`config.mk`:
```
export PLATFORM = sky130hd
export DESIGN_NAME = mem_access_ctrl
export DESIGN_NICKNAME = d
export VERILOG_FILES = /design/src/rtl/mem_access_ctrl_pkg.sv /design/src/rtl/mem_lane_align.sv /design/src/rtl/mem_access_ctrl.sv
export SDC_FILE = /design/constraint.sdc
export NUM_CORES = 1
export LEC_CHECK = 0
export ABC_CLOCK_PERIOD_IN_PS = 2000
export CORE_ASPECT_RATIO = 0.8
export CORE_MARGIN = 1.5
export CORE_UTILIZATION = 40
export CTS_BUF_LIST = sky130_fd_sc_hd__clkbuf_2
export DETAILED_ROUTE_END_ITERATION = 7
export GPL_TIMING_DRIVEN = 0
export MAX_ROUTING_LAYER = met4
export PLACE_DENSITY = 0.78
export SLEW_MARGIN = 5
export SYNTH_ARGS = -nofsm -noshare
export SYNTH_HDL_FRONTEND = slang
export SYNTH_SLANG_ARGS = --single-unit
```
`constraint.sdc`:
```
create_clock -name i_clk -period 2 [get_ports i_clk]
set_input_delay 0.4 -clock i_clk [delete_from_list [all_inputs] [get_ports i_clk]]
set_output_delay 0.4 -clock i_clk [all_outputs]
set_load 0.05 [all_outputs]
```
`src/rtl/mem_access_ctrl_pkg.sv`:
```
// Shared encodings for the MEM-stage access controller: access sizes, FSM states,
// and the alignment predicate used when MEM_MISALIGN_EXC_EN is defined.
package mem_access_ctrl_pkg;

  typedef enum logic [2:0] {
    SZ_W  = 3'b000,
    SZ_H  = 3'b001,
    SZ_HU = 3'b010,
    SZ_B  = 3'b011,
    SZ_BU = 3'b100
  } mem_size_e;

  typedef enum logic [1:0] {
    IDLE = 2'b00,
    BUSY = 2'b01,
    DONE = 2'b10
  } state_e;

  // Unknown size codes behave as word accesses.
  function automatic logic is_misaligned(input logic [2:0] size, input logic [1:0] addr_lo);
    logic mis;
    case (size)
      SZ_B, SZ_BU: mis = 1'b0;
      SZ_H, SZ_HU: mis = addr_lo[0];
      default:     mis = (addr_lo != 2'b00);
    endcase
    return mis;
  endfunction

endpackage

```
`src/rtl/mem_lane_align.sv`:
```
// Combinational lane steering: store data replication plus byte enables, and
// load byte/half extraction with sign or zero extension.
module mem_lane_align
  import mem_access_ctrl_pkg::*;
(
  input  logic [1:0]  i_addr_lo,
  input  logic [2:0]  i_size,
  input  logic [31:0] i_st_data,
  input  logic [31:0] i_ld_raw,
  output logic [31:0] o_st_data,
  output logic [3:0]  o_be,
  output logic [31:0] o_ld_data
);

  logic [7:0]  w_byte;
  logic [15:0] w_half;

  // Store side: replicate the narrow datum into every lane, enable only the addressed ones.
  always_comb begin
    o_st_data = i_st_data;
    o_be      = 4'b1111;
    case (i_size)
      SZ_B, SZ_BU: begin
        o_st_data = {4{i_st_data[7:0]}};
        o_be      = 4'b0001 << i_addr_lo;
      end
      SZ_H, SZ_HU: begin
        o_st_data = {2{i_st_data[15:0]}};
        o_be      = i_addr_lo[1] ? 4'b1100 : 4'b0011;
      end
      default: begin
        o_st_data = i_st_data;
        o_be      = 4'b1111;
      end
    endcase
  end

  // Load side: pick the addressed lane, then extend to 32 bits.
  always_comb begin
    w_byte = i_ld_raw[7:0];
    case (i_addr_lo)
      2'b00:   w_byte = i_ld_raw[7:0];
      2'b01:   w_byte = i_ld_raw[15:8];
      2'b10:   w_byte = i_ld_raw[23:16];
      2'b11:   w_byte = i_ld_raw[31:24];
      default: w_byte = i_ld_raw[7:0];
    endcase
    if (i_addr_lo[1]) begin
      w_half = i_ld_raw[31:16];
    end else begin
      w_half = i_ld_raw[15:0];
    end
    case (i_size)
      SZ_B:    o_ld_data = {{24{w_byte[7]}}, w_byte};
      SZ_BU:   o_ld_data = {24'h000000, w_byte};
      SZ_H:    o_ld_data = {{16{w_half[15]}}, w_half};
      SZ_HU:   o_ld_data = {16'h0000, w_half};
      default: o_ld_data = i_ld_raw;
    endcase
  end

endmodule

```
`src/rtl/mem_access_ctrl.sv`:
```
// MEM-stage data-memory access controller: req/ack bus master with pipeline stall,
// timeout abort, and optional misalignment exception (macro MEM_MISALIGN_EXC_EN).
module mem_access_ctrl
  import mem_access_ctrl_pkg::*;
#(
  parameter int TIMEOUT_CYC = 255,
  parameter int CNT_W       = 16
) (
  input  logic        i_clk,
  input  logic        i_rst_n,
  input  logic [31:0] i_mem_addr,
  input  logic [31:0] i_mem_data,
  input  logic        i_mem_we,
  input  logic        i_mem_rd,
  input  logic [2:0]  i_mem_size,
  output logic        o_stall,
  output logic        o_dm_req,
  output logic        o_dm_we,
  output logic [31:0] o_dm_addr,
  output logic [31:0] o_dm_wdata,
  output logic [3:0]  o_dm_be,
  input  logic [31:0] i_dm_rdata,
  input  logic        i_dm_ack,
  output logic [31:0] o_mem_result,
  output logic        o_bus_err,
  output logic        o_misalign
);

  state_e             r_state;
  state_e             w_state_nxt;
  logic [CNT_W-1:0]   r_cnt;
  logic [31:0]        r_lbuf;
  logic               r_dm_req;
  logic               r_dm_we;
  logic [31:0]        r_dm_addr;
  logic [31:0]        r_dm_wdata;
  logic [3:0]         r_dm_be;
  logic               r_bus_err;
  logic               r_misalign;
  logic               r_mis_abort;

  logic               w_access;
  logic               w_is_load;
  logic               w_mis;
  logic               w_timeout;
  logic [31:0]        w_st_data;
  logic [3:0]         w_be;
  logic [31:0]        w_ld_data;

  // Inputs are held stable by the stall, so one aligner serves both capture and load return.
  mem_lane_align u_align (
    .i_addr_lo (i_mem_addr[1:0]),
    .i_size    (i_mem_size),
    .i_st_data (i_mem_data),
    .i_ld_raw  (i_dm_rdata),
    .o_st_data (w_st_data),
    .o_be      (w_be),
    .o_ld_data (w_ld_data)
  );

  assign w_access  = i_mem_rd | i_mem_we;
  assign w_is_load = i_mem_rd & ~i_mem_we;
  assign w_timeout = (r_cnt == CNT_W'(TIMEOUT_CYC - 1));

`ifdef MEM_MISALIGN_EXC_EN
  assign w_mis = w_access & is_misaligned(i_mem_size, i_mem_addr[1:0]);
`else
  assign w_mis = 1'b0;
`endif

  // Next-state and stall decode.
  always_comb begin
    w_state_nxt = r_state;
    o_stall     = 1'b0;
    case (r_state)
      IDLE: begin
        if (w_access) begin
          o_stall     = 1'b1;
          w_state_nxt = w_mis ? DONE : BUSY;
        end else begin
          o_stall     = 1'b0;
          w_state_nxt = IDLE;
        end
      end
      BUSY: begin
        o_stall = 1'b1;
        if (i_dm_ack || w_timeout) begin
          w_state_nxt = DONE;
        end else begin
          w_state_nxt = BUSY;
        end
      end
      DONE: begin
        o_stall     = 1'b0;
        w_state_nxt = IDLE;
      end
      default: begin
        o_stall     = 1'b0;
        w_state_nxt = IDLE;
      end
    endcase
  end

  // Result mux toward MEM/WB: load buffer only during the completing cycle of a load.
  always_comb begin
    if (r_state == DONE) begin
      if (r_mis_abort) begin
        o_mem_result = 32'h0000_0000;
      end else if (w_is_load) begin
        o_mem_result = r_lbuf;
      end else begin
        o_mem_result = i_mem_addr;
      end
    end else begin
      o_mem_result = i_mem_addr;
    end
  end

  // State, bus master registers, timeout counter and status pulses.
  always_ff @(posedge i_clk or negedge i_rst_n) begin
    if (!i_rst_n) begin
      r_state     <= IDLE;
      r_cnt       <= '0;
      r_lbuf      <= 32'h0000_0000;
      r_dm_req    <= 1'b0;
      r_dm_we     <= 1'b0;
      r_dm_addr   <= 32'h0000_0000;
      r_dm_wdata  <= 32'h0000_0000;
      r_dm_be     <= 4'b0000;
      r_bus_err   <= 1'b0;
      r_misalign  <= 1'b0;
      r_mis_abort <= 1'b0;
    end else begin
      r_state    <= w_state_nxt;
      r_bus_err  <= 1'b0;
      r_misalign <= 1'b0;
      case (r_state)
        IDLE: begin
          r_cnt <= '0;
          if (w_access && w_mis) begin
            r_misalign  <= 1'b1;
            r_mis_abort <= 1'b1;
          end else if (w_access) begin
            r_dm_req    <= 1'b1;
            r_dm_we     <= i_mem_we;
            r_dm_addr   <= {i_mem_addr[31:2], 2'b00};
            r_dm_wdata  <= w_st_data;
            r_dm_be     <= w_be;
            r_mis_abort <= 1'b0;
          end else begin
            r_mis_abort <= 1'b0;
          end
        end
        BUSY: begin
          r_cnt <= r_cnt + CNT_W'(1);
          if (i_dm_ack) begin
            r_dm_req <= 1'b0;
            r_dm_we  <= 1'b0;
            r_lbuf   <= w_ld_data;
          end else if (w_timeout) begin
            r_dm_req  <= 1'b0;
            r_dm_we   <= 1'b0;
            r_bus_err <= 1'b1;
            r_lbuf    <= 32'h0000_0000;
          end else begin
            r_dm_req <= r_dm_req;
          end
        end
        DONE: begin
          r_cnt       <= '0;
          r_mis_abort <= 1'b0;
        end
        default: begin
          r_cnt    <= '0;
          r_dm_req <= 1'b0;
        end
      endcase
    end
  end

  assign o_dm_req   = r_dm_req;
  assign o_dm_we    = r_dm_we;
  assign o_dm_addr  = r_dm_addr;
  assign o_dm_wdata = r_dm_wdata;
  assign o_dm_be    = r_dm_be;
  assign o_bus_err  = r_bus_err;
  assign o_misalign = r_misalign;

endmodule

```
==> metrics <==
clock latency reported for the late side of the worst-skew pair between 0.6 and 0.7 ns; crit end category output port; mapped cell area between 6000 and 7000 um^2; H-tree levels 4; RR Endpoint r_cnt[14]; measured slew at the worst slew-check pin roughly 0.75 ns; initial antenna violation count 1; drt initial violations between 500 and 600; vias in the first global route 6,081; Core Footprint about 16,000 um^2; largest area contributor in the synthesized netlist dfrtp_1; Max-Cap Viols 0; highest clock rate between 300 and 400 MHz; number of synthesized flops with an enable pin 0; sequential area share after synthesis 0.4576; pin count of the biggest net entering global routing 63; maximum vdd drop ~0.64 mV; clock tree buffer depth 2; DR WL/cell between 15 and 20 um; Setup Skew about 0.025 ns; Yosys top cell area share 0.4576; remaining global-route overflow 0; Main synth FF type dfrtp_1; HP Class in -> async; Arr. time, crit path between 2 and 2.5 ns; Synth top cells by count nand2_1 (153), dfrtp_1 (119), nor2_1 (53), o21ai_0 (41), clkbuf_1 (39); top cells by area, synth dfrtp_1 (46%), nand2_1 (8.8%), mux2_2 (5.2%), o21ai_0 (3.2%), o2bb2ai_1 (3.1%); Slew Limit Headroom 0.4970; hpwl dp 15.86 mm; outcome finished with violations; starting density of the core 0.4105; pins over their slew limit 0; Root Buffer clkbuf_2; Synth-to-Final Area Change 47.24%; RSZ-0062 raised after global routing true; syn_area_per_cell slightly above 9 um^2; RD Place Congestion approximately 0.93; power density over cell area about 1300 nW/um^2; Worst Slack Setup Final -0.6776 ns; fin crit share 1.339; Die Span X between 100 and 150 um; violations in the final reports negative setup slack; CP Launch Type flip-flop; full die area roughly 17,000 um^2; Total Routing Usage GR 0.2622; Post-Layout Cell Count roughly 1,200; First-pass DRT Iterations 6; worst reg2reg setup slack approximately 0.070 ns; PortBufs a little over 200; endpoints failing setup 33; most common cell in the netlist nand2_1; total routed wirelength between 20 and 25 mm; power after layout about 13,000 uW; LEAKAGE around 0.0042 uW; first-pass GRT wire length between 30 and 40 mm; critical path required time about 1.6 ns; Post-synth ARST share 1.000; Die Y between 100 and 150 um; # fillers around 1,300; CTS Buf Count 17; Placed Cells 1,129; routed vias/inst ~5.3; clk sinks 119; Antenna Nets Post-Route 0; Site Rows 41; I/O Pins approximately 210; Post-route DRC 0; Setup Crit Path Kind reg -> out; R2R Path Start r_cnt[5]; nets roughly 1,000; Yosys cell types 57; synthesis-stage register bit count 119; via count around 6,200; TritonCTS clock tree done; R2R depth 4; clk slew on worst S/H paths approximately 0.17 ns; layout cell share with drive strength beyond 1 0.2524; Synth warnings 0; post-synthesis cell count a little over 700; critical path peak fanout 10; final worst path period need ~2.7 ns; Hold Vio Cnt, Final 0
-- layer usage --
layer / vias to the layer above / GRT usage / wire length (um)
met5: - / - / 0
met4: 0 / 0.08571 / 462
met3: 30 / 0.05581 / 1461
met2: 259 / 0.3924 / 9779
met1: 3004 / 0.3569 / 9722
li1: 2945 / - / -
-- layout make-up --
class | count | area, um^2 | area share
tap | 215 | 269.0 | 0.02808
antenna | 1 | 2.502 | 0.0002612
buffer | 52 | 327.8 | 0.03421
clock inverter | 11 | 132.6 | 0.01384
clock buffer | 20 | 100.1 | 0.01045
timing repair buffer | 214 | 2278 | 0.2378
sequential | 119 | 2983 | 0.3113
inverter | 16 | 61.31 | 0.006399
multi-input combinational | 519 | 3427 | 0.3577
-- flip-flops by register name (all words and copies together), names as in the netlist --
register / cells
o_dm_be: 4
o_dm_wdata: 32
r_cnt: 16
o_bus_err: 1
r_lbuf: 32
o_dm_we: 1
o_dm_req: 1
o_dm_addr: 30
r_state: 2
-- through the flow --
| stage | hold WS, ns | setup TNS (ns) | utilization | area, um^2 | worst slack (ns) |
|---|---|---|---|---|---|
| finish | 0.2410 | -20.96 | 0.6045 | 9582 | -0.6776 |
| global route | 0.1574 | -25.40 | 0.6045 | 9582 | -0.8064 |
| CTS | 0.1795 | -24.68 | 0.6012 | 9530 | -0.7934 |
| detailed placement | 0.4305 | -92.51 | 0.5659 | 8971 | -1.355 |
| global placement | 0.4593 | -595.26 | 0.5641 | 8942 | -4.263 |
| floorplan | 0.1044 | 0 | - | 6631 | 0.02924 |
-- placed cells by master (no fill, tap or decap), types with 9 or more instances in the layout --
cell	n
buf_4	9
mux2i_1	18
dfrtp_1	115
buf_6	33
clkdlybuf4s15_2	66
o21ai_0	39
nor2_1	52
inv_1	15
clkbuf_1	22
clkdlybuf4s50_1	101
a31oi_1	15
nor2b_1	22
mux2_4	29
nand3_1	14
o2bb2ai_1	23
clkbuf_2	30
a21oi_1	18
nand2_1	153
o221ai_1	14
and3_1	9
-- worst max-delay path by stage --
stage	from	end
floorplan	r_state[0]	o_mem_result[25]
global route	r_state[0]	o_mem_result[22]
finish	r_state[0]	o_mem_result[22]
detailed placement	i_mem_addr[1]	o_mem_result[1]
CTS	r_state[1]	o_mem_result[3]
global placement	i_rst_n	o_dm_wdata[22]
-- logic make-up (layout without fill, tap and decap cells) --
logic type	count (synthesis)	in the layout	share of synthesized area
multiplexers	56	56	0.1073
flip-flops	119	119	0.4576
XOR/XNOR	15	15	0.02134
other	1	4	0.0005763
AO/OA/AOI/OAI	146	146	0.1534
AND/OR/NAND/NOR	296	296	0.2086
adder cells (fa/ha/maj)	3	3	0.005383
buffers and inverters	71	313	0.04576
-- worst max-delay path, stage by stage (launching register included) --
cell and delay (ns):
dfrtp_2 0.46, nor4bb_4 0.31, buf_8 0.19, buf_12 0.16, mux2_4 0.32, buf_6 0.16
-- where the power goes --
part / internal (uW) / switching, uW / total [uW]
Sequential: 3420 / 666 / 4080
Combinational: 2330 / 4680 / 7000
Clock: 688 / 900 / 1590
Total: 6430 / 6240 / 12700
-- timing repair --
action / CTS / global route
cloned: 1 / 0
pin swaps: 2 / 2
hold buffers: 1 / 0
hold endpoints to repair: 61 / 0
setup buffers: 7 / 0
gates resized for setup: 471 / 34
endpoints found under the setup margin: 191 / 128
No activity file was read; power rests on OpenSTA's default activity.
